===== src/rtl/mux4_rr_arbiter.sv =====
// mux4_rr_arbiter
// Round-robin arbiter that owns the select lines of a shared 4:1 mux path.
// Each requester holds its req bit high while it needs the path. Once a
// requester is granted, it keeps the grant until it drops its request or
// until it has held the path for MAX_HOLD cycles. The grant then rotates to
// the next requester after the owner.
//
// Parameters:
//   MAX_HOLD  maximum consecutive cycles one grant is held (1..255)
// Ports:
//   clk   in   single clock, rising edge
//   rst   in   synchronous active-high reset
//   req   in   [3:0] level-sensitive request per requester
//   gnt   out  [3:0] registered one-hot grant, zero when there is no owner
//   s0    out  registered mux select bit 0 (owner index bit 0)
//   s1    out  registered mux select bit 1 (owner index bit 1)
//   busy  out  registered, high exactly while gnt is non-zero
module mux4_rr_arbiter #(
    parameter int MAX_HOLD = 8
) (
    input  logic       clk,
    input  logic       rst,
    input  logic [3:0] req,
    output logic [3:0] gnt,
    output logic       s0,
    output logic       s1,
    output logic       busy
);

    localparam logic [0:0] IDLE  = 1'b0;
    localparam logic [0:0] GRANT = 1'b1;

    localparam logic [7:0] CNT_LAST = 8'(MAX_HOLD - 1);

    logic [0:0] state;
    logic [1:0] own;
    logic [1:0] ptr;
    logic [7:0] cnt;

    logic [1:0] base;
    logic [1:0] idx;
    logic [1:0] win;
    logic       found;
    logic       grant_end;

    // Priority search. In IDLE the search starts at the rotating pointer.
    // In GRANT it starts just after the owner, which equals the pointer value
    // the grant will leave behind when it ends. The owner is therefore always
    // checked last. On a release the owner's request is already low, so this
    // single search also covers the "other three only" case.
    // The loop runs from the farthest offset down, so the nearest set request
    // is the final write and wins.
    always_comb begin
        base  = (state == GRANT) ? own + 2'd1 : ptr;
        idx   = base;
        win   = base;
        found = 1'b0;
        for (int i = 3; i >= 0; i--) begin
            idx = base + 2'(i);
            if (req[idx]) begin
                found = 1'b1;
                win   = idx;
            end
        end
    end

    // The current grant ends on a release or on expiry of the hold window.
    // A release takes precedence, but both cases resolve through the same
    // search, so a single flag is enough.
    always_comb begin
        grant_end = (state == GRANT) && (!req[own] || (cnt == CNT_LAST));
    end

    // State, owner, pointer, hold counter and all registered outputs.
    // The outputs are loaded together with the owner, so they show the new
    // owner one cycle after the deciding edge. While idle, the selects keep
    // their last value.
    always_ff @(posedge clk) begin
        if (rst) begin
            state <= IDLE;
            own   <= 2'd0;
            ptr   <= 2'd0;
            cnt   <= 8'd0;
            gnt   <= 4'b0000;
            s0    <= 1'b0;
            s1    <= 1'b0;
            busy  <= 1'b0;
        end else begin
            case (state)
                IDLE: begin
                    if (found) begin
                        state <= GRANT;
                        own   <= win;
                        cnt   <= 8'd0;
                        gnt   <= 4'b0001 << win;
                        s0    <= win[0];
                        s1    <= win[1];
                        busy  <= 1'b1;
                    end else begin
                        gnt  <= 4'b0000;
                        busy <= 1'b0;
                    end
                end
                GRANT: begin
                    if (grant_end) begin
                        ptr <= own + 2'd1;
                        if (found) begin
                            own  <= win;
                            cnt  <= 8'd0;
                            gnt  <= 4'b0001 << win;
                            s0   <= win[0];
                            s1   <= win[1];
                            busy <= 1'b1;
                        end else begin
                            state <= IDLE;
                            gnt   <= 4'b0000;
                            busy  <= 1'b0;
                        end
                    end else begin
                        cnt <= cnt + 8'd1;
                    end
                end
                default: begin
                    state <= IDLE;
                    gnt   <= 4'b0000;
                    busy  <= 1'b0;
                end
            endcase
        end
    end

endmodule


===== config.mk =====
export PLATFORM = sky130hd
export DESIGN_NAME = mux4_rr_arbiter
export DESIGN_NICKNAME = d
export VERILOG_FILES = /design/src/rtl/mux4_rr_arbiter.sv
export SDC_FILE = /design/constraint.sdc
export NUM_CORES = 1
export LEC_CHECK = 0
export ABC_AREA = 1
export BUFFER_PORTS_ARGS = -buffer_cell sky130_fd_sc_hd__buf_2
export CELL_PAD_IN_SITES_DETAIL_PLACEMENT = 1
export CELL_PAD_IN_SITES_GLOBAL_PLACEMENT = 1
export CORE_MARGIN = 2
export CORE_UTILIZATION = 42
export CTS_BUF_LIST = sky130_fd_sc_hd__clkbuf_8
export CTS_CLUSTER_DIAMETER = 120
export DETAILED_ROUTE_END_ITERATION = 12
export GPL_ROUTABILITY_DRIVEN = 0
export PLACE_DENSITY = 0.84
export SLEW_MARGIN = 30
export SYNTH_ARGS = -nofsm -noshare
export SYNTH_HDL_FRONTEND = slang
export SYNTH_SLANG_ARGS = --single-unit

===== constraint.sdc =====
create_clock -name clk -period 2.35 [get_ports clk]
set_clock_uncertainty 0.15 [all_clocks]
set_input_delay 0.1175 -clock clk [delete_from_list [all_inputs] [get_ports clk]]
set_output_delay 0.1175 -clock clk [all_outputs]
set_load 0.01 [all_outputs]

# Word level (Yosys, flattened, before mapping)
# Cells that the tools add are included.
[totals]
reg_bits = 20
inputBits = 6
[op_classes]
n_addsub = 5
magnitude_cmp = 5
n_eq_ne = 2
n_shift = 1
muxes = 39
bitwise = 1
reduce_logical = 4
[ops]
columns = ["op", "count"]
rows = [
  ["$mux 1", 16],
  ["$mux 8", 2],
  ["$pmux 8 s2", 1],
  ["$lt 2x3->1 const B", 5],
  ["$mux 2", 7],
  ["$bmux 1 s2", 5],
  ["$add 8x1->8 const B", 1],
  ["$eq 8x3->1 const B", 1],
  ["$mux 4", 2],
  ["$pmux 1 s2", 4],
  ["$pmux 4 s2", 1],
  ["$add 2x1->2 const B", 2],
  ["$add 2x2->2 const B", 2],
  ["$pmux 2 s2", 1],
  ["$shl 1x2->4 const A", 1],
  ["$ne 2x1->1 const B", 1],
  ["$reduce_and 2->1", 1],
  ["$logic_and 1x1->1", 1],
  ["$logic_not 1->1", 1],
  ["$logic_or 1x1->1", 1],
  ["$not 1->1", 1],
]

# Logic depth before layout (Yosys ltp)
# Gate-level depths: netlist of run 1.
[logic_depth]
depth_word = 13
ltp_mapped = 16
depth_no_buf = 16

# Worst setup path before layout of run 1
# OpenSTA, ideal clock, no wires.
[synth_timing]
path_kind = "register to register"
from = "register own[0]"
to = "register gnt[1]"
setup_time_ns = 0.115
t_arrival_ns = 1.611
path_slack_ns = 0.474
path_stages_with_launch = 14
path_cell_list = "dfxtp_1 -> nand2_1 -> nand2_4 -> nand2_1 -> nand2_1 -> inv_1 -> nor2_1 -> nand3_2 -> o21ai_4 -> inv_2 -> nand2_1 -> nor2_1 -> nor2_1 -> nor2_1"
[synth_between]
elab_chain_cells = 13
elab_cells_between_ends = 31
cone_classes = "add/sub: 4; eq/ne: 1; shift: 1; mux: 22; reduce/logical: 3"
[synth_lines]
columns = ["element", "line", "rtl"]
rows = [
  ["start: declaration", "36", "logic [1:0] own;"],
  ["start signal: assignment", "93", "own <= win;"],
  ["start signal: assignment", "108", "own <= win;"],
  ["$add 2x1->2", "54", "base = (state == GRANT) ? own + 2'd1 : ptr;"],
  ["$mux 2", "54", ""],
  ["$add 2x2->2", "59", "idx = base + 2'(i);"],
  ["$bmux 1 s2", "60", "if (req[idx]) begin"],
  ["$mux 1 (implied by the code)", "60", ""],
  ["$mux 2 (4 in a row)", "60", ""],
  ["$shl 1x2->4", "95, 110", ""],
  ["$mux 4", "91, 107", ""],
  ["$mux 4", "105", "if (grant_end) begin"],
  ["$pmux 4 s2", "89", "case (state)"],
  ["end signal: assignment", "95", "gnt <= 4'b0001 << win;"],
  ["end signal: assignment", "110", "gnt <= 4'b0001 << win;"],
  ["end: declaration", "24", "output logic [3:0] gnt,"],
]
# Parallel ways exist; a longest one is shown, timed or not. The select of a mux whose other input is x is not followed.
# A chain may end at the register's enable or synchronous reset.

==> flow_metrics.env, run 1 <==
export IMPL_start_kind="register"
export IMPL_maxSlewViolCount=0
export IMPL_rsz0062_at_grt="false"
export IMPL_yosys_area_top_type="dfxtp_1"
export IMPL_reg2reg_depth=13
export IMPL_cp_depth=13
export IMPL_crit_family="simple AND/OR/NAND/NOR gates"
export IMPL_seqPwrFrac_pct=26.7
export IMPL_cts_sinks=18
export IMPL_synth_distinct_cells=27
export IMPL_max_freq_mhz=473
export IMPL_ios=13
export IMPL_fin_nets=212
export IMPL_setup_viol=0
export IMPL_routed_wl_um=3230
export IMPL_critical_path_buf_inv_count=2
export IMPL_async_flop_share_pct=0
export IMPL_synthTopCellsByCount="65 x nand2_1, 22 x inv_1, 21 x nand3_1, 18 x dfxtp_1"
export IMPL_slowest_delay_ns=0.40
export IMPL_ys_warn_count=0
export IMPL_p_per_area_nw_per_um2=1260
export IMPL_synth_cells=186
export IMPL_p_comb_share_pct=58.3
export IMPL_leakagePower_nw=0.641
export IMPL_relSlewSlack_pct=82.4
export IMPL_initial_core_util_pct=43.3
export IMPL_endpoint_kind="register"
export IMPL_grt_pass1_wl_um=5500
export IMPL_worstPathRequired_ns=2.35
export IMPL_min_period_over_period_pct=90.0
export IMPL_yosys_register_bits=18
export IMPL_wire_per_inst_um=13.8
export IMPL_drtAntennaViolNets=0
export IMPL_met1Wirelength_um=1400
export IMPL_hpwl_um=2600
export IMPL_maxCapViolCount=0
export IMPL_clockBufferDepth=2
export IMPL_hold_depth=6
export IMPL_outcome="completed"
export IMPL_rows=19
export IMPL_worstMarginPinSlew_ns=0.264
export IMPL_wl_met3_um=39
export IMPL_grt_start_max_net_pins=11
export IMPL_detail_route_iter0_violations=42
export IMPL_crit_end="gnt[1]$_SDFFE_PP0N_"
export IMPL_drive_above_1_share_pct=17.2
export IMPL_cp_slowest_cell="dfxtp_1"
export IMPL_clk_pin_slew_ns=0.07
export IMPL_crit_type="reg2reg"
export IMPL_seqCellArea_um2=362
export IMPL_crit_start="s1$_SDFFE_PP0P_"
export IMPL_clk_latency_ns=0.26
export IMPL_syn_area_um2=1160
export IMPL_ir_worst_vdd_uv=821
export IMPL_hp_class="in2reg"
export IMPL_viasPerCell=5.30
export IMPL_drc=0
export IMPL_worstPathMaxFanout=6
export IMPL_first_pass_iters=4
export IMPL_min_from="req[3]"
export IMPL_wl_met2_um=1740
export IMPL_arrival_ns=2.12
export IMPL_tns_ns=0
export IMPL_clockRootBuffer="clkbuf_8"
export IMPL_syn_nets=193
export IMPL_cp_cell_sequence="inv_1 -> nand2_1 -> nand3_1 -> nand2_2 -> nand2_1 -> nand3_1 -> nand3_2 -> o21ai_4 -> inv_2 -> nand2_1 -> nor2_1 -> nor2_1 -> nor2_1"
export IMPL_port_buffers=12
export IMPL_dr_max_layer_used="met4"
export IMPL_synth_edff_count=0
export IMPL_ys_flop_type="dfxtp_1"
export IMPL_period_minus_slack_ns=2.11
export IMPL_syn_avg_cell_area_um2=6.26
export IMPL_reg2reg_setup_slack_ns=0.24
export IMPL_num_antenna_cells=0
export IMPL_yosysSeqAreaShare_pct=31.0
export IMPL_antenna_found_initial=0
export IMPL_p_sw_share_pct=49.3
export IMPL_p_int_mw=0.856
export IMPL_grt_pass1_vias=1283
export IMPL_layout_cells_non_filler=235
export IMPL_regToRegEndpoint="gnt[1]$_SDFFE_PP0N_"
export IMPL_grt_usage_pct=22.0
export IMPL_yosys_area_top_type_share_pct=31.0
export IMPL_die_w_um=56.6
export IMPL_multi_input_area_um2=708
export IMPL_dp_cells=228
export IMPL_cts_tree="built"
export IMPL_vias=1246
export IMPL_die_h_um=56.6
export IMPL_yosys_top_cells_area="dfxtp_1 31%, nand2_1 21%, nand3_1 9.0%, inv_1 7.1%, a21oi_1 5.6%"
export IMPL_syn_to_final_growth_pct=15.4
export IMPL_r2r_start="s1$_SDFFE_PP0P_"
export IMPL_power_switching_mw=0.832
export IMPL_fp_coreArea_um2=2690
export IMPL_finalHoldViolations=0
export IMPL_pwr_share_clk_pct=15.0
export IMPL_die_area_um2=3210
export IMPL_synth_most_common_cell="nand2_1"
export IMPL_fill_cells=372
export IMPL_htreeDepth=1
export IMPL_overflow=0
export IMPL_cts_inserted_buffers=3
state kept, by name (all words and copies together), names as in the netlist:
name	flops
cnt	8
own	1
s1	1
state	1
ptr	2
gnt	4
busy	1
how the worst min path moves through the flow:
stage | to | slack (ns)
after global routing | ptr[0]$_SDFFE_PP0P_ | 0.30
final | ptr[0]$_SDFFE_PP0P_ | 0.24
after global placement | cnt[1]$_SDFF_PP0_ | 0.24
after floorplan | cnt[1]$_SDFF_PP0_ | 0.20
after CTS | ptr[0]$_SDFFE_PP0P_ | 0.24
after detailed placement | gnt[2]$_SDFFE_PP0N_ | 0.25
cells by family after synthesis:
group	count (synthesis)	synth area share, %
AND/OR/NAND/NOR	112	43.4
XOR/XNOR	2	1.51
adder cells (fa/ha/maj)	1	1.08
flip-flops	18	31.0
buffers and inverters	26	8.49
AO/OA/AOI/OAI	27	14.5
area by class of cell:
class                           instances  share of cell area, %
Clock buffer                            4                   4.10
Multi-Input combinational cell        142                   52.7
Sequential cell                        18                   26.9
Timing Repair Buffer                   15                   6.34
Inverter                               25                   6.99
Tap cell                               31                   2.89
through the flow:
| stage | setup slack (ns) | instance area [um2] | util, % | power, mW | hold WS [ns] |
|---|---|---|---|---|---|
| 3_3_place_gp | 0.235 | 1260 | 46.8 | 1.36 | 0.242 |
| 6_report | 0.236 | 1340 | 50.0 | 1.69 | 0.242 |
| 4_1_cts | 0.147 | 1320 | 49.2 | 1.66 | 0.241 |
| 5_1_grt | 0.00439 | 1340 | 50.0 | 1.85 | 0.295 |
| 2_1_floorplan | 0.474 | 1160 | - | 1.14 | 0.203 |
| 3_5_place_dp | 0.169 | 1260 | 46.8 | 1.40 | 0.251 |
routing by layer:
| layer | global-route usage (%) | up-vias |
|---|---|---|
| li1 | - | 639 |
| met1 | 24.0 | 594 |
| met2 | 42.4 | 8 |
| met3 | 1.61 | 5 |
| met4 | 10.2 | 0 |
| met5 | 0 | - |
power by group through the flow:
| stage | Combinational [mW] | Clock (mW) | Sequential [mW] |
|---|---|---|---|
| 2_1_floorplan | 0.679 | 0 | 0.464 |
| 3_3_place_gp | 0.907 | 0 | 0.449 |
| 3_5_place_dp | 0.942 | 0 | 0.456 |
| 4_1_cts | 0.949 | 0.263 | 0.449 |
| 5_1_grt | 1.11 | 0.272 | 0.462 |
| 6_report | 0.984 | 0.254 | 0.450 |
repair_timing:
item / 4_1_cts / 5_1_grt
setup buffers: 0 / 2
hold buffers: 1 / 0
resized for setup: 0 / 2
endpoints found under the setup margin: 0 / 10
hold endpoints to repair: 5 / 0
placed cells by master, fill, tap and decap left out, drive strengths merged, types with 2 or more instances in the layout:
| master | instances |
|---|---|
| inv | 25 |
| nand3 | 23 |
| buf | 14 |
| a21oi | 13 |
| clkbuf | 4 |
| o21ai | 9 |
| nor2 | 14 |
| nand2 | 70 |
| dfxtp | 18 |
| xor2 | 2 |
| nand4 | 2 |
| a211oi | 2 |
tightest hold or removal path, delay by kind of cell:
kind                   cells  cell delay, ns
AO/OA/AOI/OAI              3            0.21
buffers and inverters      1            0.11
AND/OR/NAND/NOR            2            0.16
(Power assumes the default switching activity.)
==> inputs of run 2 (changes only) <==
ABC_AREA = not set   (was 1)
CORE_UTILIZATION = 44   (was 42)
PLACE_DENSITY = 0.83   (was 0.84)
==> run 2 against run 1 <==
  * Combinational power fell by 81%
  * Sequential share of layout area rose by 5.1 points
  * Cell count fell by 36%
  * Routed wire length fell by 23%
  * Global-route usage fell by 0.53 points
  * Sequential power fell by 23%
  * Flip-flop and latch count did not move
  * Highest routed layer unchanged
==> flow_metrics.env, run 2 <==
export IMPL_largest_reg_flops=8
export IMPL_syn_avg_cell_area_um2=8.97
export IMPL_grt_pass1_vias=877
export IMPL_cts_sinks=18
export IMPL_syn_area_um2=960
export IMPL_min_period_over_period_pct=96.5
export IMPL_leakagePower_nw=0.456
export IMPL_vias=911
export IMPL_maxCapViolCount=0
export IMPL_die_h_um=50.7
export IMPL_grt_pass1_wl_um=4140
export IMPL_clockBufferDepth=2
export IMPL_drtAntennaViolNets=0
export IMPL_fin_nets=133
export IMPL_synth_distinct_cells=47
export IMPL_overflow=0
export IMPL_drc=0
export IMPL_detail_route_iter0_violations=19
export IMPL_die_area_um2=2570
export IMPL_htreeDepth=1
export IMPL_antenna_found_initial=0
export IMPL_reg2reg_setup_slack_ns=0.08
export IMPL_finalPower_mw=0.744
export IMPL_top_regs="cnt: 8 flops, gnt: 4 flops, ptr: 2 flops"
export IMPL_synth_edff_count=0
export IMPL_regMostFlops="cnt"
export IMPL_wire_per_inst_um=16.5
export IMPL_async_flop_share_pct=0
export IMPL_dp_cells=144
export IMPL_routed_wl_um=2490
export IMPL_max_freq_mhz=441
export IMPL_layout_cells_non_filler=151
export IMPL_endpoint_kind="register"
export IMPL_outcome="completed"
export IMPL_cts_tree="built"
export IMPL_synthTopCellsByCount="18 x dfxtp_1, 8 x a21oi_1, 7 x nor3_1, 6 x nor2_1"
export IMPL_syn_nets=114
export IMPL_tns_ns=0
export IMPL_yosysSeqAreaShare_pct=37.5
export IMPL_p_per_area_nw_per_um2=663
export IMPL_arrival_ns=2.31
export IMPL_layout_commonest_cell="dfxtp_1"
export IMPL_finalHoldViolations=0
export IMPL_yosys_top_cells_area="dfxtp_1 38%, a21oi_1 4.2%, nor3_1 3.7%, xor2_1 2.7%, nand2b_1 2.6%"
export IMPL_initial_core_util_pct=47.9
export IMPL_cp_slowest_cell="or4_1"
export IMPL_fill_cells=249
export IMPL_rsz0062_at_grt="false"
export IMPL_clk_pin_slew_ns=0.07
export IMPL_cts_resized=0
export IMPL_drive_above_1_share_pct=24.2
export IMPL_ys_flop_type="dfxtp_1"
export IMPL_ir_worst_vdd_uv=430
export IMPL_period_minus_slack_ns=2.27
export IMPL_rows=16
export IMPL_first_pass_iters=4
export IMPL_hold_buffers=0
export IMPL_grt_usage_pct=21.5
export IMPL_slowest_delay_ns=0.53
export IMPL_yosys_register_bits=18
export IMPL_hp_class="in2reg"
export IMPL_clockRootBuffer="clkbuf_8"
export IMPL_port_buffers=12
export IMPL_relSlewSlack_pct=71.3
export IMPL_ios=13
export IMPL_crit_type="reg2reg"
export IMPL_cp_cell_sequence="or4_1 -> or3_4 -> and2_4 -> or4_4 -> o21ai_2"
export IMPL_maxSlewViolCount=0
export IMPL_syn_to_final_growth_pct=17.1
export IMPL_ys_warn_count=0
export IMPL_layout_common_cells="18 x dfxtp_1, 12 x buf_2, 8 x a21oi_1, 7 x nor3_1"
export IMPL_fp_coreArea_um2=2000
export IMPL_clk_latency_ns=0.25
export IMPL_worstMarginPinSlew_ns=0.425
export IMPL_grt_start_max_net_pins=20
export IMPL_num_antenna_cells=0
export IMPL_synth_cells=107
export IMPL_start_kind="register"
export IMPL_yosys_area_top_type="dfxtp_1"
export IMPL_viasPerCell=6.03
export IMPL_die_w_um=50.7
export IMPL_yosys_area_top_type_share_pct=37.5
export IMPL_worstPathRequired_ns=2.39
export IMPL_post_cts_buffers=0
export IMPL_synth_most_common_cell="dfxtp_1"
export IMPL_cts_inserted_buffers=3
export IMPL_worstPathMaxFanout=7
export IMPL_hpwl_um=1800
export IMPL_setup_viol=0
run 2: changes by cell type after synthesis, moves of 4 or more:
cell,previous run,this run
nand2b_1,0,4
nor2_1,13,6
inv_1,22,4
nand3_1,21,2
o21ai_0,6,2
a21oi_1,13,8
nor3_1,1,7
nand2_1,65,3
run 2: kinds of logic after synthesis:
family | count (synthesis) | share of synthesized area [%]
buffers and inverters | 8 | 3.26
adders and majority gates | 1 | 1.30
xor gates and xnor gates | 4 | 3.65
DFF | 18 | 37.5
and+or+nand+nor | 45 | 28.0
AOI/OAI and AO/OA | 28 | 21.8
muxes | 3 | 4.43
run 2: area by class of cell:
cell class | count | area [um2] | area share, %
multi-input cells | 81 | 568 | 50.6
flip-flops and latches | 18 | 360 | 32.1
repair buffers | 18 | 105 | 9.35
clock buffers | 3 | 41.3 | 3.67
well taps | 27 | 33.8 | 3.01
inverters | 4 | 15.0 | 1.34
run 2: through the flow:
stage | utilization [%] | instance area, um2 | worst slack, ns | hold WS [ns]
5_1_grt | 56.1 | 1120 | 0.0147 | 0.119
3_5_place_dp | 52.6 | 1050 | 0.0920 | 0.309
6_report | 56.1 | 1120 | 0.0829 | 0.0918
2_1_floorplan | - | 960 | 0.180 | 0.212
4_1_cts | 54.6 | 1090 | 0.0673 | 0.0882
3_3_place_gp | 52.6 | 1050 | 0.151 | 0.292
run 2: critical path, delay by kind of cell (launching register included):
family	cells	cell delay (ns)
AOI/OAI and AO/OA	1	0.12
DFF	1	0.35
and+or+nand+nor	4	1.60
run 2: where the power goes:
| group | switching, mW | internal (mW) |
|---|---|---|
| clock | 0.0971 | 0.114 |
| sequential | 0.0201 | 0.327 |
| combinational | 0.102 | 0.0841 |
run 2: path summary, 6_finish.rpt:
path	from	end	depth (start not counted)
max	cnt[5]$_SDFF_PP0_	gnt[0]$_SDFFE_PP0N_	5
min	rst	cnt[0]$_SDFF_PP0_	2
max reg2reg	cnt[5]$_SDFF_PP0_	gnt[0]$_SDFFE_PP0N_	5
min reg2reg	busy$_SDFFE_PP0N_	busy$_SDFFE_PP0N_	1
run 2: per-layer routing:
metal / up-vias / wire (um) / global-route usage (%)
met2: 17 / 1190 / 36.2
met5: - / 0 / 0
li1: 444 / - / -
met1: 448 / 1210 / 28.6
met3: 2 / 77 / 3.57
met4: 0 / 12 / 5.41
==> inputs of run 3 (changes only) <==
--- a/constraint.sdc
+++ b/constraint.sdc
@@ -4,2 +4,2 @@
 set_output_delay 0.1175 -clock clk [all_outputs]
-set_load 0.01 [all_outputs]
+set_load 0.1 [all_outputs]
==> run 3 against run 2 <==
  * Die area is the same
  * Worst hold slack gained 0.018 ns
  * Largest power group unchanged
  * Core utilization shrank 0.94 points
  * First-iteration DRC count shrank 58%
  * Largest cell class unchanged
  * Critical path type unchanged
==> flow_metrics.env, run 3 (synthesis results as in run 2) <==
export IMPL_outcome="completed"
export IMPL_drive_above_1_share_pct=23.3
export IMPL_port_buffers=12
export IMPL_worstPathMaxFanout=13
export IMPL_layout_commonest_cell="dfxtp_1"
export IMPL_post_cts_buffers=0
export IMPL_maxCapViolCount=0
export IMPL_initial_core_util_pct=47.9
export IMPL_slowest_delay_ns=0.52
export IMPL_drc=0
export IMPL_cts_tree="built"
export IMPL_p_sw_share_pct=37.2
export IMPL_viasPerCell=6.12
export IMPL_arrival_ns=2.30
export IMPL_setup_viol=0
export IMPL_critical_path_buf_inv_count=0
export IMPL_p_per_area_nw_per_um2=790
export IMPL_cp_slowest_cell="or4_1"
export IMPL_syn_to_final_growth_pct=15.1
export IMPL_vias=900
export IMPL_grt_usage_pct=21.9
export IMPL_largest_reg_flops=8
export IMPL_worstPathRequired_ns=2.39
export IMPL_layout_common_cells="16 x dfxtp_1, 12 x buf_2, 8 x a21oi_1, 7 x nor3_1, 6 x nor2_1"
export IMPL_hp_class="in2reg"
export IMPL_top_regs="cnt: 8 flops, gnt: 4 flops, ptr: 2 flops"
export IMPL_rsz0062_at_grt="false"
export IMPL_clockBufferDepth=2
export IMPL_period_minus_slack_ns=2.26
export IMPL_regMostFlops="cnt"
export IMPL_clk_latency_ns=0.25
export IMPL_grt_pass1_wl_um=4240
export IMPL_cp_cell_sequence="or4_1 -> or3_4 -> and2_4 -> or4_4 -> o21ai_2"
export IMPL_drtAntennaViolNets=0
export IMPL_num_antenna_cells=0
export IMPL_fin_nets=128
export IMPL_finalHoldViolations=0
export IMPL_min_period_over_period_pct=96.1
export IMPL_grt_pass1_vias=906
export IMPL_fp_coreArea_um2=2000
export IMPL_cts_sinks=18
export IMPL_ios=13
export IMPL_power_switching_mw=0.325
export IMPL_maxSlewViolCount=0
export IMPL_ir_worst_vdd_uv=384
export IMPL_seqPwrFrac_pct=40.3
export IMPL_antenna_found_initial=0
export IMPL_crit_type="reg2reg"
export IMPL_routed_wl_um=2550
export IMPL_die_w_um=50.7
export IMPL_endpoint_kind="register"
export IMPL_hpwl_um=1790
export IMPL_hold_buffers=0
export IMPL_worstMarginPinSlew_ns=0.500
export IMPL_tns_ns=0
export IMPL_first_pass_iters=4
export IMPL_p_int_mw=0.549
export IMPL_rows=16
export IMPL_wire_per_inst_um=17.3
export IMPL_start_kind="register"
export IMPL_pwr_share_clk_pct=28.8
export IMPL_detail_route_iter0_violations=8
export IMPL_p_comb_share_pct=30.9
export IMPL_die_area_um2=2570
export IMPL_htreeDepth=1
export IMPL_relSlewSlack_pct=66.9
export IMPL_cts_resized=0
export IMPL_leakagePower_nw=0.439
export IMPL_clk_pin_slew_ns=0.07
export IMPL_overflow=0
export IMPL_max_freq_mhz=443
export IMPL_die_h_um=50.7
export IMPL_timing_hold_ws_ns=0.110
export IMPL_cts_inserted_buffers=3
export IMPL_clockRootBuffer="clkbuf_8"
export IMPL_grt_start_max_net_pins=20
export IMPL_crit_family="simple AND/OR/NAND/NOR gates"
## run 3: changes by cell type in the layout (fill, tap and decap cells not counted)
cell and delta:
buf_4 -5, dfxtp_1 -2, clkbuf_8 +1, dfxtp_2 +1
dfxtp_4 +1
## run 3: layout make-up
class                      count  area, um2
clock buffer                   4       55.1
fill                         247        897
inverter                       4       15.0
multi-input combinational     81        568
sequential                    18        365
tap                           27       33.8
timing repair buffer          13       67.6
## run 3: path summary, 6_finish.rpt
kind	end	start	slack, ns	cells past startpoint
setup / recovery	gnt[1]$_SDFFE_PP0N_	cnt[6]$_SDFF_PP0_	0.09	5
hold / removal	cnt[1]$_SDFF_PP0_	rst	0.11	2
setup reg to reg	gnt[1]$_SDFFE_PP0N_	cnt[6]$_SDFF_PP0_	0.09	5
hold reg to reg	ptr[1]$_SDFFE_PP0P_	ptr[1]$_SDFFE_PP0P_	0.34	2
## run 3: metal layers
layer / wire length (um) / share of wire, % / up-vias / track usage, %
met3: 88 / 3.5 / 8 / 5.06
met5: 0 / 0 / - / 0
met2: 1230 / 48 / 18 / 35.5
met4: 55 / 2.2 / 0 / 9.91
met1: 1180 / 46 / 440 / 27.6
li1: - / - / 434 / -
## run 3: per-stage QoR
stage                     instances  instance area [um2]  total power [mW]  utilization (%)  setup slack, ns
after floorplan                 107                  965             0.574                -           0.0805
after global placement          143                 1050             0.619             52.4            0.150
after detailed placement        143                 1050             0.627             52.4            0.117
after CTS                       147                 1100             0.877             55.2           0.0978
after global routing            147                 1100             0.908             55.2           0.0149
final                           147                 1100             0.873             55.2           0.0910
## run 3: power by group through the flow
stage          registers (mW)  clock network [mW]  logic [mW]
6_report                0.352               0.251       0.270
5_1_grt                 0.355               0.265       0.287
4_1_cts                 0.352               0.254       0.270
3_5_place_dp            0.359                   0       0.268
3_3_place_gp            0.357                   0       0.262
2_1_floorplan           0.462                   0       0.112
